**config.mk**
```make
export PLATFORM = sky130hd
export DESIGN_NAME = proj_topk_sorter
export DESIGN_NICKNAME = d
export VERILOG_FILES = /design/src/rtl/proj_pkg.sv /design/src/rtl/proj_topk_cell.sv /design/src/rtl/proj_topk_sorter.sv
export SDC_FILE = /design/constraint.sdc
export NUM_CORES = 1
export LEC_CHECK = 0
export CORE_MARGIN = 1
export CORE_UTILIZATION = 40
export CTS_BUF_LIST = sky130_fd_sc_hd__clkbuf_16
export DETAILED_ROUTE_END_ITERATION = 8
export DONT_BUFFER_PORTS = 1
export SETUP_SLACK_MARGIN = 0.3
export SYNTH_ARGS = -nofsm -noshare
export SYNTH_HDL_FRONTEND = slang
export SYNTH_SLANG_ARGS = --single-unit
```
**constraint.sdc**
```tcl
create_clock -name in_clk -period 3 [get_ports in_clk]
set_clock_uncertainty 0.05 [all_clocks]
set_input_delay 0.6 -clock in_clk [delete_from_list [all_inputs] [get_ports in_clk]]
set_output_delay 0.6 -clock in_clk [all_outputs]
set_load 0.05 [all_outputs]
```
**src/rtl/proj_pkg.sv**
```systemverilog
// proj_pkg: shared widths, slot types and sorter state encoding.
package proj_pkg;
  localparam int SORTER_EXTENDER_INDICES_COUNT = 4;
  localparam int INDICE_LEN = 8;
  localparam int HASHER_SORTER_SIGNATURE = 8;
  localparam int SORTER_DEDUP = 0;
  typedef struct packed {
    logic [HASHER_SORTER_SIGNATURE-1:0] signature;
    logic [INDICE_LEN-1:0] index;
  } signature_index_pack;
  typedef struct packed {
    signature_index_pack entry;
    logic valid;
  } sorter_slot_t;
  typedef enum logic {S_ACCUM, S_OUT} sorter_state_e;
endpackage

```
**src/rtl/proj_topk_cell.sv**
```systemverilog
// proj_topk_cell: one sorted-table slot; keeps, takes the new beat, or takes its lower neighbour.
module proj_topk_cell #(
  parameter int SIGNATURE_LEN = 8,
  parameter int INDICE_LEN = 8
) (
  input  logic                     i_en,
  input  logic [SIGNATURE_LEN-1:0] i_new_sig,
  input  logic [INDICE_LEN-1:0]    i_new_idx,
  input  logic                     i_prev_gt,
  input  logic                     i_lo_valid,
  input  logic [SIGNATURE_LEN-1:0] i_lo_sig,
  input  logic [INDICE_LEN-1:0]    i_lo_idx,
  input  logic                     i_valid,
  input  logic [SIGNATURE_LEN-1:0] i_sig,
  input  logic [INDICE_LEN-1:0]    i_idx,
  output logic                     o_gt,
  output logic                     o_eq,
  output logic                     o_valid,
  output logic [SIGNATURE_LEN-1:0] o_sig,
  output logic [INDICE_LEN-1:0]    o_idx
);
  logic w_take_new, w_take_lo;
  // Strict compare places equal signatures after existing ones; the table is
  // sorted, so o_gt is monotonic across slots and i_prev_gt marks the shift region.
  assign o_gt = !i_valid || (i_sig > i_new_sig);
  assign o_eq = i_valid && (i_sig == i_new_sig);
  assign w_take_lo = i_en && i_prev_gt;
  assign w_take_new = i_en && o_gt && !i_prev_gt;
  assign o_valid = w_take_lo ? i_lo_valid : (w_take_new ? 1'b1 : i_valid);
  assign o_sig = w_take_lo ? i_lo_sig : (w_take_new ? i_new_sig : i_sig);
  assign o_idx = w_take_lo ? i_lo_idx : (w_take_new ? i_new_idx : i_idx);
endmodule

```
**src/rtl/proj_topk_sorter.sv**
```systemverilog
// proj_topk_sorter: streams beats of a frame into a K-deep ascending table and
// presents the K smallest-signature indices once the frame's last beat lands.
module proj_topk_sorter #(
  parameter int INDICES_COUNT = proj_pkg::SORTER_EXTENDER_INDICES_COUNT,
  parameter int INDICE_LEN = proj_pkg::INDICE_LEN,
  parameter int SIGNATURE_LEN = proj_pkg::HASHER_SORTER_SIGNATURE,
  parameter int DEDUP = proj_pkg::SORTER_DEDUP
) (
  input  logic                                      in_clk,
  input  logic                                      in_rst_n,
  input  logic                                      in_valid,
  output logic                                      in_ready,
  input  logic [SIGNATURE_LEN-1:0]                  in_signature,
  input  logic [INDICE_LEN-1:0]                     in_index,
  input  logic                                      in_last,
  output logic                                      out_valid,
  input  logic                                      out_ready,
  output logic [INDICES_COUNT-1:0][INDICE_LEN-1:0]  out_smallest_idx,
  output logic [$clog2(INDICES_COUNT+1)-1:0]        out_count
);
  import proj_pkg::*;
  localparam int CW = $clog2(INDICES_COUNT + 1);
  sorter_state_e r_state, w_state_nxt;
  logic [SIGNATURE_LEN-1:0] r_sig [INDICES_COUNT];
  logic [INDICE_LEN-1:0]    r_idx [INDICES_COUNT];
  logic [INDICES_COUNT-1:0] r_valid;
  logic [CW-1:0]            r_count;
  logic [SIGNATURE_LEN-1:0] w_sig_nxt [INDICES_COUNT];
  logic [INDICE_LEN-1:0]    w_idx_nxt [INDICES_COUNT];
  logic [INDICES_COUNT-1:0] w_valid_nxt;
  logic [SIGNATURE_LEN-1:0] w_lo_sig [INDICES_COUNT];
  logic [INDICE_LEN-1:0]    w_lo_idx [INDICES_COUNT];
  logic [INDICES_COUNT-1:0] w_lo_valid;
  logic [INDICES_COUNT:0]   w_gt;
  logic [INDICES_COUNT-1:0] w_eq;
  logic w_accept, w_ins, w_clear, w_full;

  assign in_ready = (r_state == S_ACCUM);
  assign out_valid = (r_state == S_OUT);
  assign out_count = r_count;
  assign w_accept = in_valid && in_ready;
  assign w_ins = w_accept && !((DEDUP != 0) && (|w_eq));
  assign w_full = (r_count == CW'(INDICES_COUNT));
  assign w_gt[0] = 1'b0;

  always_comb begin
    w_state_nxt = (r_state == S_ACCUM) ? ((w_accept && in_last) ? S_OUT : S_ACCUM)
                                       : (out_ready ? S_ACCUM : S_OUT);
    w_clear = (r_state == S_OUT) && out_ready;
  end

  genvar i;
  generate
    for (i = 0; i < INDICES_COUNT; i++) begin : g_cell
      if (i == 0) begin : g_first
        assign w_lo_valid[i] = 1'b0;
        assign w_lo_sig[i] = '1;
        assign w_lo_idx[i] = '0;
      end else begin : g_rest
        assign w_lo_valid[i] = r_valid[i-1];
        assign w_lo_sig[i] = r_sig[i-1];
        assign w_lo_idx[i] = r_idx[i-1];
      end
      proj_topk_cell #(.SIGNATURE_LEN(SIGNATURE_LEN), .INDICE_LEN(INDICE_LEN)) u_cell (
        .i_en(w_ins), .i_new_sig(in_signature), .i_new_idx(in_index), .i_prev_gt(w_gt[i]),
        .i_lo_valid(w_lo_valid[i]), .i_lo_sig(w_lo_sig[i]), .i_lo_idx(w_lo_idx[i]),
        .i_valid(r_valid[i]), .i_sig(r_sig[i]), .i_idx(r_idx[i]),
        .o_gt(w_gt[i+1]), .o_eq(w_eq[i]),
        .o_valid(w_valid_nxt[i]), .o_sig(w_sig_nxt[i]), .o_idx(w_idx_nxt[i])
      );
      assign out_smallest_idx[i] = r_valid[i] ? r_idx[i] : '0;
    end
  endgenerate

  always_ff @(posedge in_clk) begin
    r_state <= !in_rst_n ? S_ACCUM : w_state_nxt;
    if (!in_rst_n || w_clear) begin
      r_count <= '0;
      r_valid <= '0;
      for (int k = 0; k < INDICES_COUNT; k++) begin
        r_sig[k] <= '1;
        r_idx[k] <= '0;
      end
    end else begin
      r_count <= r_count + CW'(w_ins && !w_full);
      r_valid <= w_valid_nxt;
      for (int k = 0; k < INDICES_COUNT; k++) begin
        r_sig[k] <= w_sig_nxt[k];
        r_idx[k] <= w_idx_nxt[k];
      end
    end
  end
endmodule

```
==> impl_metrics.tcl <==
set metrics [dict create \
    ys_ff_latch 72 \
    h-tree-depth 3 \
    initial_core_util_pct 42.1 \
    max-vdd-ir-drop_uv 247 \
    io_buffers 0 \
    min-delay-path-class "primary input to flip-flop" \
    grt_pass1_wl_um 18000 \
    synthArstFlopShare_pct 0 \
    cts.sinks 72 \
    clockBufferDepth 2 \
    maxSlewViolCount 0 \
    drive_above_1_share_pct 8.65 \
    min_period_ns 2.55 \
    synth_top_area_cell "dfxtp_1" \
    avgSynthCellArea_um2 8.39 \
    grt_usage_pct 20.9 \
    grt_overflow 0 \
    ctsHoldBuffers 0 \
    num_vias 3610 \
    p_per_area_nw_per_um2 603 \
    wl_per_cell_um 17.6 \
    drt-total-wl_um 11100 \
    cts_tree "yes" \
    crit_required_ns 3.18 \
    synth-compound-area-share_pct 21.1 \
    area_growth_pct 11.1 \
    worstPathArrival_ns 2.72 \
    p_leak_nw 1.91 \
    ioPinCount 58 \
    drv_cap 0 \
    worst_pin_slew_ns 1.06 \
    max_slew_margin_pct 29.2 \
    whs_path_depth 2 \
    core-area_um2 9950 \
    drtIter0Drc 195 \
    synthSimpleGateAreaFrac_pct 21.5 \
    timing.final.ws_setup_ns 0.453 \
    synthXorXnorAreaFrac_pct 0.209 \
    seq_area_frac_synth_pct 34.4 \
    clk_pin_slew_ns 0.06 \
    clk_latency_ns 0.34 \
    status "completed" \
    hold_viol 0 \
    post-place-ws_ns 0.118 \
    ys_top_cells_by_area "dfxtp_1, ha_1, mux2i_1" \
    cp-end-kind "flip-flop" \
    drtPass1Iterations 5 \
    cts_buffers 9 \
    max_freq_mhz 393 \
    syn_area_um2 4190 \
    viasPerCell 5.73 \
    row_count 36 \
    fin_crit_sh_pct 84.9 \
    final_antenna_net_count 0 \
    rsz0062_at_grt "false" \
    synth_enable_flop_cells 0 \
    fillers 998 \
    synthesis.nets 554 \
    syn_inst 499 \
    crit_type "flip-flop to flip-flop" \
    rr_worst_depth 9 \
    antenna_found_initial 0 \
    synth_ff_type "dfxtp_1" \
    place_congestion 0.934 \
    synth.area.mux_share_pct 5.98 \
    drc 0 \
    fin_setup_tns_ns 0 \
    grt_max_degree 37 \
    synthDistinctLibCells 43 \
    final_cell_mix "dfxtp_1, nand2_1, a21oi_1" \
    grt_pass1_vias 3358 \
    synth_top_family_by_area "simple AND/OR/NAND/NOR gates" \
    dieHeight_um 104 \
    hpwl_um 8150 \
    cts_root_buf "clkbuf_16" \
    final_common_cell "dfxtp_1" \
    ys_warn_count 0 \
    cp_max_fo 10 \
    setup_viol 0 \
    dieArea_um2 10900 \
    start_kind "flip-flop" \
    antenna_cells 0 \
    synthAdderAreaFrac_pct 10.2 \
    nNetsFinal 547 \
    die_w_um 104 \
    yosys.area.top_type_share_pct 34.4 \
]
-- synthesized netlist by cell type, drive strengths merged (9+ instances only) --
cell type,n
a21oi,35
a221oi,15
a31oi,9
and2,34
buf,19
clkbuf,20
dfxtp,72
ha,34
inv,20
mux2i,25
nand2,57
nor2,16
nor3,32
o211ai,12
o21ai,29
-- where the power goes --
| group | internal [W] | total (W) | switching [W] |
|---|---|---|---|
| sequential | 0.00104 | 0.00111 | 0.0000744 |
| combinational | 0.000201 | 0.000535 | 0.000333 |
| clock | 0.000729 | 0.00116 | 0.000431 |
| total | 0.00197 | 0.00281 | 0.000839 |
-- worst max-delay path, stage by stage, from the launching register on --
cell,delay [ns]
dfxtp_1,0.32
ha_1,0.27
nor2b_2,0.16
o211ai_1,0.24
a2111oi_0,0.16
buf_4,0.17
or3_1,0.51
buf_4,0.24
nor3_1,0.21
o21ai_1,0.10
-- through the flow --
stage                     std cells  hold slack [ns]  area (um^2)  power (W)  util (%)
after floorplan                 499            0.419         4190    0.00154         -
after global placement          614            0.436         4330    0.00165      43.5
after detailed placement        614            0.449         4330    0.00166      43.5
after CTS                       630            0.337         4650    0.00283      46.7
after global routing            630            0.352         4650    0.00295      46.8
final                           630            0.344         4650    0.00281      46.8
-- layer usage --
metal	up-vias	share of wire, %	wire length [um]	GRT usage, %
met4	0	1.4	160	7.04
met5	-	0	0	0
li1	1800	-	-	-
met2	103	44	4860	31.0
met1	1694	50	5490	29.7
met3	13	5.2	581	4.70
-- logic make-up (layout without fill, tap and decap cells) --
group,after synthesis,after routing
mux,25,25
compound gates,132,132
fa+ha+maj,34,34
buf+inv,59,57
xor+xnor,1,1
simple gates,176,176
flops,72,72
-- final timing paths --
check                   from           to  slack (ns)
max reg2reg      r_sig[2][1]  r_sig[3][1]        0.45
min reg2reg      r_sig[0][4]  r_sig[0][4]        0.46
min          in_signature[0]  r_sig[0][0]        0.34
max              r_sig[2][1]  r_sig[3][1]        0.45
-- cell type report --
type,instances,area [um^2],area share (%)
tap,133,166,3.58
inverter,20,75.1,1.61
multi-input combinational,368,2490,53.6
clock buffer,9,225,4.84
timing repair buffer,21,158,3.39
clock inverter,7,95.1,2.04
sequential,72,1440,31.0
-- state kept, by name (all words and copies together), names as in the netlist --
name       flops
r_valid        4
r_idx         32
out_count      3
r_sig         32
out_valid      1
-- what timing repair did --
item / CTS / global route
buffers inserted: 0 / 0
setup endpoints to repair: 0 / 8
gates resized for setup: 0 / 1
No activity file was read; power rests on OpenSTA's default activity.
